===== src/rtl/shift_reg_univ_pkg.sv =====
// Shared definitions for the universal shift register: mode encodings and
// the counter width helper.
package shift_reg_univ_pkg;

   localparam logic [1:0] MODE_HOLD = 2'b00;
   localparam logic [1:0] MODE_SHL  = 2'b01;
   localparam logic [1:0] MODE_SHR  = 2'b10;
   localparam logic [1:0] MODE_LOAD = 2'b11;

   // Bits needed to count 0..size-1, never less than one.
   function automatic int calc_cw(input int size);
      int w;
      w = 0;
      for (int i = 0; i < 31; i++) begin
         if ((1 << i) < size) w = i + 1;
      end
      return (w < 1) ? 1 : w;
   endfunction

endpackage


===== src/rtl/shift_reg_univ_cnt.sv =====
// Shift counter: counts shifts modulo SIZE and pulses wrap on the edge that
// completes a word. clr restarts the count without a pulse.
module shift_reg_univ_cnt
   import shift_reg_univ_pkg::*;
#(
   parameter int SIZE = 16,
   parameter int CW   = calc_cw(SIZE)
) (
   input  logic          clk,
   input  logic          rst,
   input  logic          inc,
   input  logic          clr,
   output logic [CW-1:0] cnt,
   output logic          wrap
);

   localparam logic [CW-1:0] LAST = CW'(SIZE - 1);

   // Count register and registered wrap pulse; clr wins over inc.
   always_ff @(posedge clk) begin
      if (rst) begin
         cnt  <= '0;
         wrap <= 1'b0;
      end else begin
         wrap <= 1'b0;
         if (clr) begin
            cnt <= '0;
         end else if (inc) begin
            if (cnt == LAST) begin
               cnt  <= '0;
               wrap <= 1'b1;
            end else begin
               cnt <= cnt + 1'b1;
            end
         end
      end
   end

endmodule


===== src/rtl/shift_reg_univ.sv =====
// Universal shift register: hold, shift left, shift right and parallel load,
// serial taps at both ends, and a word-complete pulse every SIZE shifts.
module shift_reg_univ
   import shift_reg_univ_pkg::*;
#(
   parameter int              SIZE    = 16,
   parameter int              CW      = calc_cw(SIZE),
   parameter logic [SIZE-1:0] RST_VAL = {SIZE{1'b0}}
) (
   input  logic            shift_reg_univ_port_clk,
   input  logic            shift_reg_univ_port_rst,
   input  logic            shift_reg_univ_port_en,
   input  logic [1:0]      shift_reg_univ_port_mode,
   input  logic            shift_reg_univ_port_si_lsb,
   input  logic            shift_reg_univ_port_si_msb,
   input  logic [SIZE-1:0] shift_reg_univ_port_pi,
   output logic [SIZE-1:0] shift_reg_univ_port_p,
   output logic            shift_reg_univ_port_so_msb,
   output logic            shift_reg_univ_port_so_lsb,
   output logic [CW-1:0]   shift_reg_univ_port_cnt,
   output logic            shift_reg_univ_port_word_done
);

   logic shift_en;
   logic load_en;

   assign shift_en = shift_reg_univ_port_en &
                     ((shift_reg_univ_port_mode == MODE_SHL) |
                      (shift_reg_univ_port_mode == MODE_SHR));
   assign load_en  = shift_reg_univ_port_en &
                     (shift_reg_univ_port_mode == MODE_LOAD);

   // Data register: next value selected by mode while enabled.
   always_ff @(posedge shift_reg_univ_port_clk) begin
      if (shift_reg_univ_port_rst) begin
         shift_reg_univ_port_p <= RST_VAL;
      end else if (shift_reg_univ_port_en) begin
         case (shift_reg_univ_port_mode)
            MODE_SHL:  shift_reg_univ_port_p <= {shift_reg_univ_port_p[SIZE-2:0],
                                                 shift_reg_univ_port_si_lsb};
            MODE_SHR:  shift_reg_univ_port_p <= {shift_reg_univ_port_si_msb,
                                                 shift_reg_univ_port_p[SIZE-1:1]};
            MODE_LOAD: shift_reg_univ_port_p <= shift_reg_univ_port_pi;
            default:   shift_reg_univ_port_p <= shift_reg_univ_port_p;
         endcase
      end
   end

   assign shift_reg_univ_port_so_msb = shift_reg_univ_port_p[SIZE-1];
   assign shift_reg_univ_port_so_lsb = shift_reg_univ_port_p[0];

   shift_reg_univ_cnt #(
      .SIZE (SIZE),
      .CW   (CW)
   ) u_cnt (
      .clk  (shift_reg_univ_port_clk),
      .rst  (shift_reg_univ_port_rst),
      .inc  (shift_en),
      .clr  (load_en),
      .cnt  (shift_reg_univ_port_cnt),
      .wrap (shift_reg_univ_port_word_done)
   );

endmodule

===== config.mk =====
export PLATFORM = sky130hd
export DESIGN_NAME = shift_reg_univ
export DESIGN_NICKNAME = d
export VERILOG_FILES = /design/src/rtl/shift_reg_univ_pkg.sv /design/src/rtl/shift_reg_univ_cnt.sv /design/src/rtl/shift_reg_univ.sv
export SDC_FILE = /design/constraint.sdc
export NUM_CORES = 1
export LEC_CHECK = 0
export CAP_MARGIN = 20
export CORE_MARGIN = 3
export CORE_UTILIZATION = 46
export DETAILED_ROUTE_END_ITERATION = 7
export PLACE_DENSITY = 0.84
export SYNTH_ARGS = -nofsm -noshare
export SYNTH_HDL_FRONTEND = slang
export SYNTH_SLANG_ARGS = --single-unit
export TNS_END_PERCENT = 50

===== constraint.sdc =====
create_clock -name shift_reg_univ_port_clk -period 3.33 [get_ports shift_reg_univ_port_clk]
set_input_delay 0.333 -clock shift_reg_univ_port_clk [delete_from_list [all_inputs] [get_ports shift_reg_univ_port_clk]]
set_output_delay 0.333 -clock shift_reg_univ_port_clk [all_outputs]
set_load 0.02 [all_outputs]

# Word level (Yosys, flattened, before mapping)
# Cells that the tools add are included.
# word_totals
regBits	21
latchBits	0
mem_bits_rw	0
rom_bits	0
in_bits	23
elab_cells	19
mem_count	0
# classes
add_sub_neg	1
n_mul	0
div_mod_pow	0
n_lt_le_gt_ge	0
n_eq_ne	4
shifts	0
muxes	3
n_bitwise	4
n_reduce_logical	4
# op_table
cell	n
$pmux W16 S3	1
$add A4 B1 Y4 const B	1
$eq A2 B2 Y1 const B	2
$eq A4 B4 Y1 const B	1
$mux W4	1
$reduce_bool A3 Y1	1
$reduce_or A3 Y1	1
$and A1 B1 Y1	2
$eq A2 B1 Y1 const B	1
$reduce_and A2 Y1	1
$reduce_or A2 Y1	1
$mux W1	1
$not A1 Y1	1
$or A1 B1 Y1	1

# Longest topological paths before layout
# logic_depth
word_depth	5
ltp_mapped	7
ltp_nobuf	5

# By module
# From an unflattened synthesis, not the netlist that was laid out.
# hier_totals
cells_unflattened	125
hier_area_um2	1124.8
# by_module_without_submodules
mod	n_inst	cells_per_inst	area_per_inst_um2
shift_reg_univ	1	102	894.6
shift_reg_univ_cnt	1	23	230.2

# Worst setup path after synthesis
# Ideal clock, no wire load.
# synth_path
kind	input-to-reg
from	input port shift_reg_univ_port_mode[0]
to	register shift_reg_univ_port_p[10]
arrival_time_ps	1276
t_required_ps	3242
setup_slack_ps	1966
stages	7
n_path_buf	2
cell_sequence	inv_1 -> ha_1 -> buf_4 -> nor2_8 -> buf_4 -> nand2_1 -> a311oi_2
# synth_via
elab_chain_len	3
word_cells_on_any_way	6
# synth_rtl
element	line_no	source
start: declaration	shift_reg_univ.sv:13	input logic [1:0] shift_reg_univ_port_mode,
$eq A2 B1 Y1 / $eq A2 B2 Y1 (equally long branches)	shift_reg_univ.sv:38	case (shift_reg_univ_port_mode)
$reduce_bool A3 Y1 (no line)	n/a	
$reduce_and A2 Y1 (no line)	n/a	
end signal: assignment	shift_reg_univ.sv:39	MODE_SHL: shift_reg_univ_port_p <= {shift_reg_univ_port_p[SIZE-2:0],
end signal: assignment	shift_reg_univ.sv:41	MODE_SHR: shift_reg_univ_port_p <= {shift_reg_univ_port_si_msb,
end signal: assignment	shift_reg_univ.sv:43	MODE_LOAD: shift_reg_univ_port_p <= shift_reg_univ_port_pi;
end: declaration	shift_reg_univ.sv:17	output logic [SIZE-1:0] shift_reg_univ_port_p,
# Several ways; a longest one is shown, not always the timed one.
# A chain may end at the register's enable or synchronous reset.

# Final worst setup path
# layout_path
from	input port shift_reg_univ_port_mode[1]
to	register shift_reg_univ_port_p[1]
# Same word-level chain as after synthesis.

==> metrics.txt <==
# TYPE chip_impl_metric gauge
chip_impl_metric{name="grt_first_pass_wirelength",unit="mm"} 4.80
chip_impl_metric{name="nNetsFinal",unit=""} 190
chip_impl_metric{name="met1Wirelength",unit="mm"} 1.28
chip_impl_metric{name="start_util",unit="%"} 50.4
chip_impl_metric{name="track_usage",unit="%"} 18.4
chip_impl_metric{name="seq_area_frac_synth",unit="%"} 36.0
chip_impl_metric{name="number_of_top_level_pins",unit=""} 46
chip_impl_metric{name="place_ws",unit="ps"} 1200
chip_impl_metric{name="holdBufCountCts",unit=""} 0
chip_impl_metric{name="route.vias.total",unit=""} 1084
chip_impl_metric{name="cts_max_level",unit=""} 1
chip_impl_metric{name="core.rowCount",unit=""} 17
chip_impl_metric{name="worstSkewPairLatency",unit="ps"} 300
chip_impl_info{name="path_class",value="in -> reg"} 1
chip_impl_metric{name="relSlewSlack",unit="%"} 39.1
chip_impl_metric{name="number_of_antenna_violations_at_the_first_check_in_global_routing",unit=""} 0
chip_impl_metric{name="post_synth_instance_area",unit="um2"} 1170
chip_impl_metric{name="grt_start_max_net_pins",unit=""} 33
chip_impl_metric{name="finalPower",unit="uW"} 577
chip_impl_info{name="setup.worst_path.end_class",value="register"} 1
chip_impl_metric{name="period_minus_slack",unit="ps"} 1830
chip_impl_metric{name="synth_warnings",unit=""} 0
chip_impl_info{name="top_signal_layer_used",value="met4"} 1
chip_impl_info{name="cts_tree",value="done"} 1
chip_impl_info{name="synth_most_common_cell",value="sky130_fd_sc_hd__dfxtp_1"} 1
chip_impl_metric{name="crit_arrival",unit="ps"} 2040
chip_impl_info{name="ys.flop_type",value="sky130_fd_sc_hd__dfxtp_1"} 1
chip_impl_metric{name="area_used_by_multi_input_combinational_logic",unit="um2"} 646
chip_impl_metric{name="height_of_the_die",unit="um"} 56.4
chip_impl_info{name="crit_slowest_cell",value="sky130_fd_sc_hd__ha_1"} 1
chip_impl_metric{name="design.die.area",unit="um2"} 3180
chip_impl_metric{name="critPathMaxFanout",unit=""} 18
chip_impl_metric{name="detail_route.wirelength",unit="mm"} 2.83
chip_impl_metric{name="synthArstFlopShare",unit="%"} 0
chip_impl_metric{name="timing.max_cap.violations",unit=""} 0
chip_impl_info{name="yosys-top-cells-count",value="sky130_fd_sc_hd__dfxtp_1, sky130_fd_sc_hd__nand2_1, sky130_fd_sc_hd__nor2_1, sky130_fd_sc_hd__a22oi_1, sky130_fd_sc_hd__a311oi_2"} 1
chip_impl_metric{name="finalClockSkew",unit="ps"} 3.87
chip_impl_metric{name="dp_hpwl",unit="mm"} 2.04
chip_impl_metric{name="cts_num_sinks",unit=""} 21
chip_impl_metric{name="final_layout_size_suffix_gt1_share",unit="%"} 11.7
chip_impl_info{name="worst_setup_path_start_kind",value="input port"} 1
chip_impl_metric{name="timing_hold_violations_final",unit=""} 0
chip_impl_metric{name="final_cells",unit=""} 190
chip_impl_metric{name="power.density",unit="nW/um2"} 363
chip_impl_metric{name="postCtsSetupBuffers",unit=""} 0
chip_impl_metric{name="drtAntennaViolNets",unit=""} 0
chip_impl_info{name="status",value="finished, final reports clean"} 1
chip_impl_metric{name="routed_via_density",unit=""} 5.71
chip_impl_info{name="grt_setup_unrepaired",value="false"} 1
chip_impl_info{name="path_cells",value="clkdlybuf4s50_1, ha_1, a22oi_1, a311oi_2"} 1
chip_impl_metric{name="cts_made_buffers",unit=""} 3
chip_impl_metric{name="tightest_slew",unit="ps"} 910
chip_impl_metric{name="setup_tns",unit="ps"} 0
chip_impl_metric{name="clkSlewWorstSetupHoldPaths",unit="ps"} 120
chip_impl_info{name="post_synth_main_area_contributors",value="sky130_fd_sc_hd__dfxtp_1, sky130_fd_sc_hd__a311oi_2, sky130_fd_sc_hd__a22oi_1, sky130_fd_sc_hd__nand2_1, sky130_fd_sc_hd__nor2_1"} 1
chip_impl_metric{name="fill_cells",unit=""} 196
chip_impl_metric{name="grt_pass1_vias",unit=""} 1047
chip_impl_metric{name="grt_overflow_total",unit=""} 0
chip_impl_metric{name="dpl.cell_count",unit=""} 186
chip_impl_metric{name="synth-seq-cells",unit=""} 21
chip_impl_metric{name="cts_max_path_buffers",unit=""} 2
chip_impl_metric{name="synth-edff-count",unit=""} 0
chip_impl_metric{name="die_w",unit="um"} 56.4
chip_impl_metric{name="netlist-cell-type-count",unit=""} 22
chip_impl_metric{name="weighted_congestion_reported_at_the_end_of_routability_driven_placement",unit=""} 0.709
chip_impl_metric{name="final_area",unit="um2"} 1590
chip_impl_metric{name="place.port_buffers",unit=""} 45
chip_impl_metric{name="min_period_over_period",unit="%"} 54.9
chip_impl_metric{name="core_region_area",unit="um2"} 2320
chip_impl_metric{name="postPlaceCellArea",unit="um2"} 1570
chip_impl_info{name="clock-root-buffer",value="sky130_fd_sc_hd__clkbuf_4"} 1
chip_impl_metric{name="final-setup-viol-count",unit=""} 0
chip_impl_metric{name="postSynthAreaPerCell",unit="um2"} 9.34
chip_impl_metric{name="critPathMaxStageDelay",unit="ps"} 670
chip_impl_metric{name="synth_fp_nets",unit=""} 152
chip_impl_metric{name="cts.repair.resized",unit=""} 0
chip_impl_info{name="synth_area_leader_cell",value="sky130_fd_sc_hd__dfxtp_1"} 1
chip_impl_metric{name="area.sequential",unit="um2"} 420
chip_impl_metric{name="antennaDiodeCount",unit=""} 0
chip_impl_metric{name="syn_to_final_growth",unit="%"} 36.4
chip_impl_metric{name="detail_route.iter0.violations",unit=""} 35
chip_impl_metric{name="p_leak",unit="uW"} 0.000538
chip_impl_metric{name="routedWlPerCell",unit="um"} 14.9
chip_impl_metric{name="timing.critical_path.required",unit="ps"} 3540
chip_impl_metric{name="met3_wl",unit="um"} 174
chip_impl_metric{name="synthCells",unit=""} 125
chip_impl_metric{name="detail_route.first_pass.iterations",unit=""} 4
chip_impl_metric{name="maxClockFrequency",unit="GHz"} 0.547
chip_impl_metric{name="synth.top_cell.area_share",unit="%"} 36.0
chip_impl_metric{name="post-route-worst-setup-slack",unit="ps"} 1500
chip_impl_metric{name="final-max-slew-violation-count",unit=""} 0
chip_impl_metric{name="ir_drop",unit="uV"} 215
chip_impl_info{name="holdCritPathClass",value="reg -> reg"} 1
chip_impl_metric{name="drc_errors",unit=""} 0
chip_impl_metric{name="met2RoutedLength",unit="mm"} 1.36
==> worst paths after layout <==
| check | from | to | slack [ps] | depth (start not counted) |
|---|---|---|---|---|
| hold / removal | u_cnt.cnt[3] | u_cnt.cnt[3] | 520 | 2 |
| hold reg to reg | u_cnt.cnt[3] | u_cnt.cnt[3] | 520 | 2 |
| setup reg to reg | u_cnt.cnt[0] | u_cnt.cnt[0] | 2030 | 4 |
| setup / recovery | shift_reg_univ_port_mode[1] | shift_reg_univ_port_p[1] | 1500 | 4 |
==> layer usage <==
metal | vias up | global-route usage [%]
li1 | 535 | -
met1 | 507 | 24.1
met2 | 40 | 29.5
met3 | 2 | 4.37
met4 | 0 | 6.10
met5 | - | 0
==> logic make-up (layout without fill, tap and decap cells) <==
family	after synthesis	in the layout	share of synthesized area, %
xor+xnor	1	1	0.750
compound gates	38	38	32.6
fa+ha+maj	4	4	4.29
simple gates	46	46	17.7
buf+inv	15	52	8.68
flops	21	21	36.0
==> power breakdown <==
group / switching (uW) / internal, uW / total [uW]
Combinational: 84.5 / 83.0 / 167
Sequential: 17.8 / 268 / 285
Clock: 77.9 / 46.7 / 125
Total: 180 / 397 / 577
==> state kept, by name, summed over array words and instances (netlist names) <==
name,cells
u_cnt.wrap,1
u_cnt.cnt,4
shift_reg_univ_port_p,16
==> cell usage in the layout, fill, tap and decap left out, drive strengths merged <==
cell type and n:
xor2 1, o21ai 1, ha 4, nor3 1
nand2 20, dfxtp 21, clkbuf 4, nand3 4
nor2 18, a311oi 16, a22oi 16, buf 1
and2b 1, or3b 1, inv 2, a21oi 4
clkdlybuf4s50 45, or3 1, a21o 1
==> worst max-delay path, delay by kind of cell <==
| family | cells | cell delay (ps) |
|---|---|---|
| compound gates | 2 | 540 |
| buf+inv | 1 | 500 |
| fa+ha+maj | 1 | 670 |
==> through the flow <==
step / hold slack [ps] / utilization [%]
final: 525 / 68.7
after CTS: 529 / 68.7
after global routing: 561 / 68.7
after detailed placement: 502 / 67.6
after floorplan: 493 / -
after global placement: 490 / 67.6
==> area by class of cell <==
class                   count  share of cell area [%]
multi-input cells          89                    40.5
repair buffers             46                    28.8
flip-flops and latches     21                    26.4
well taps                  28                    2.20
clock buffers               4                    1.65
inverters                   2                   0.471
Note: power is estimated with default switching activity, not from simulation.
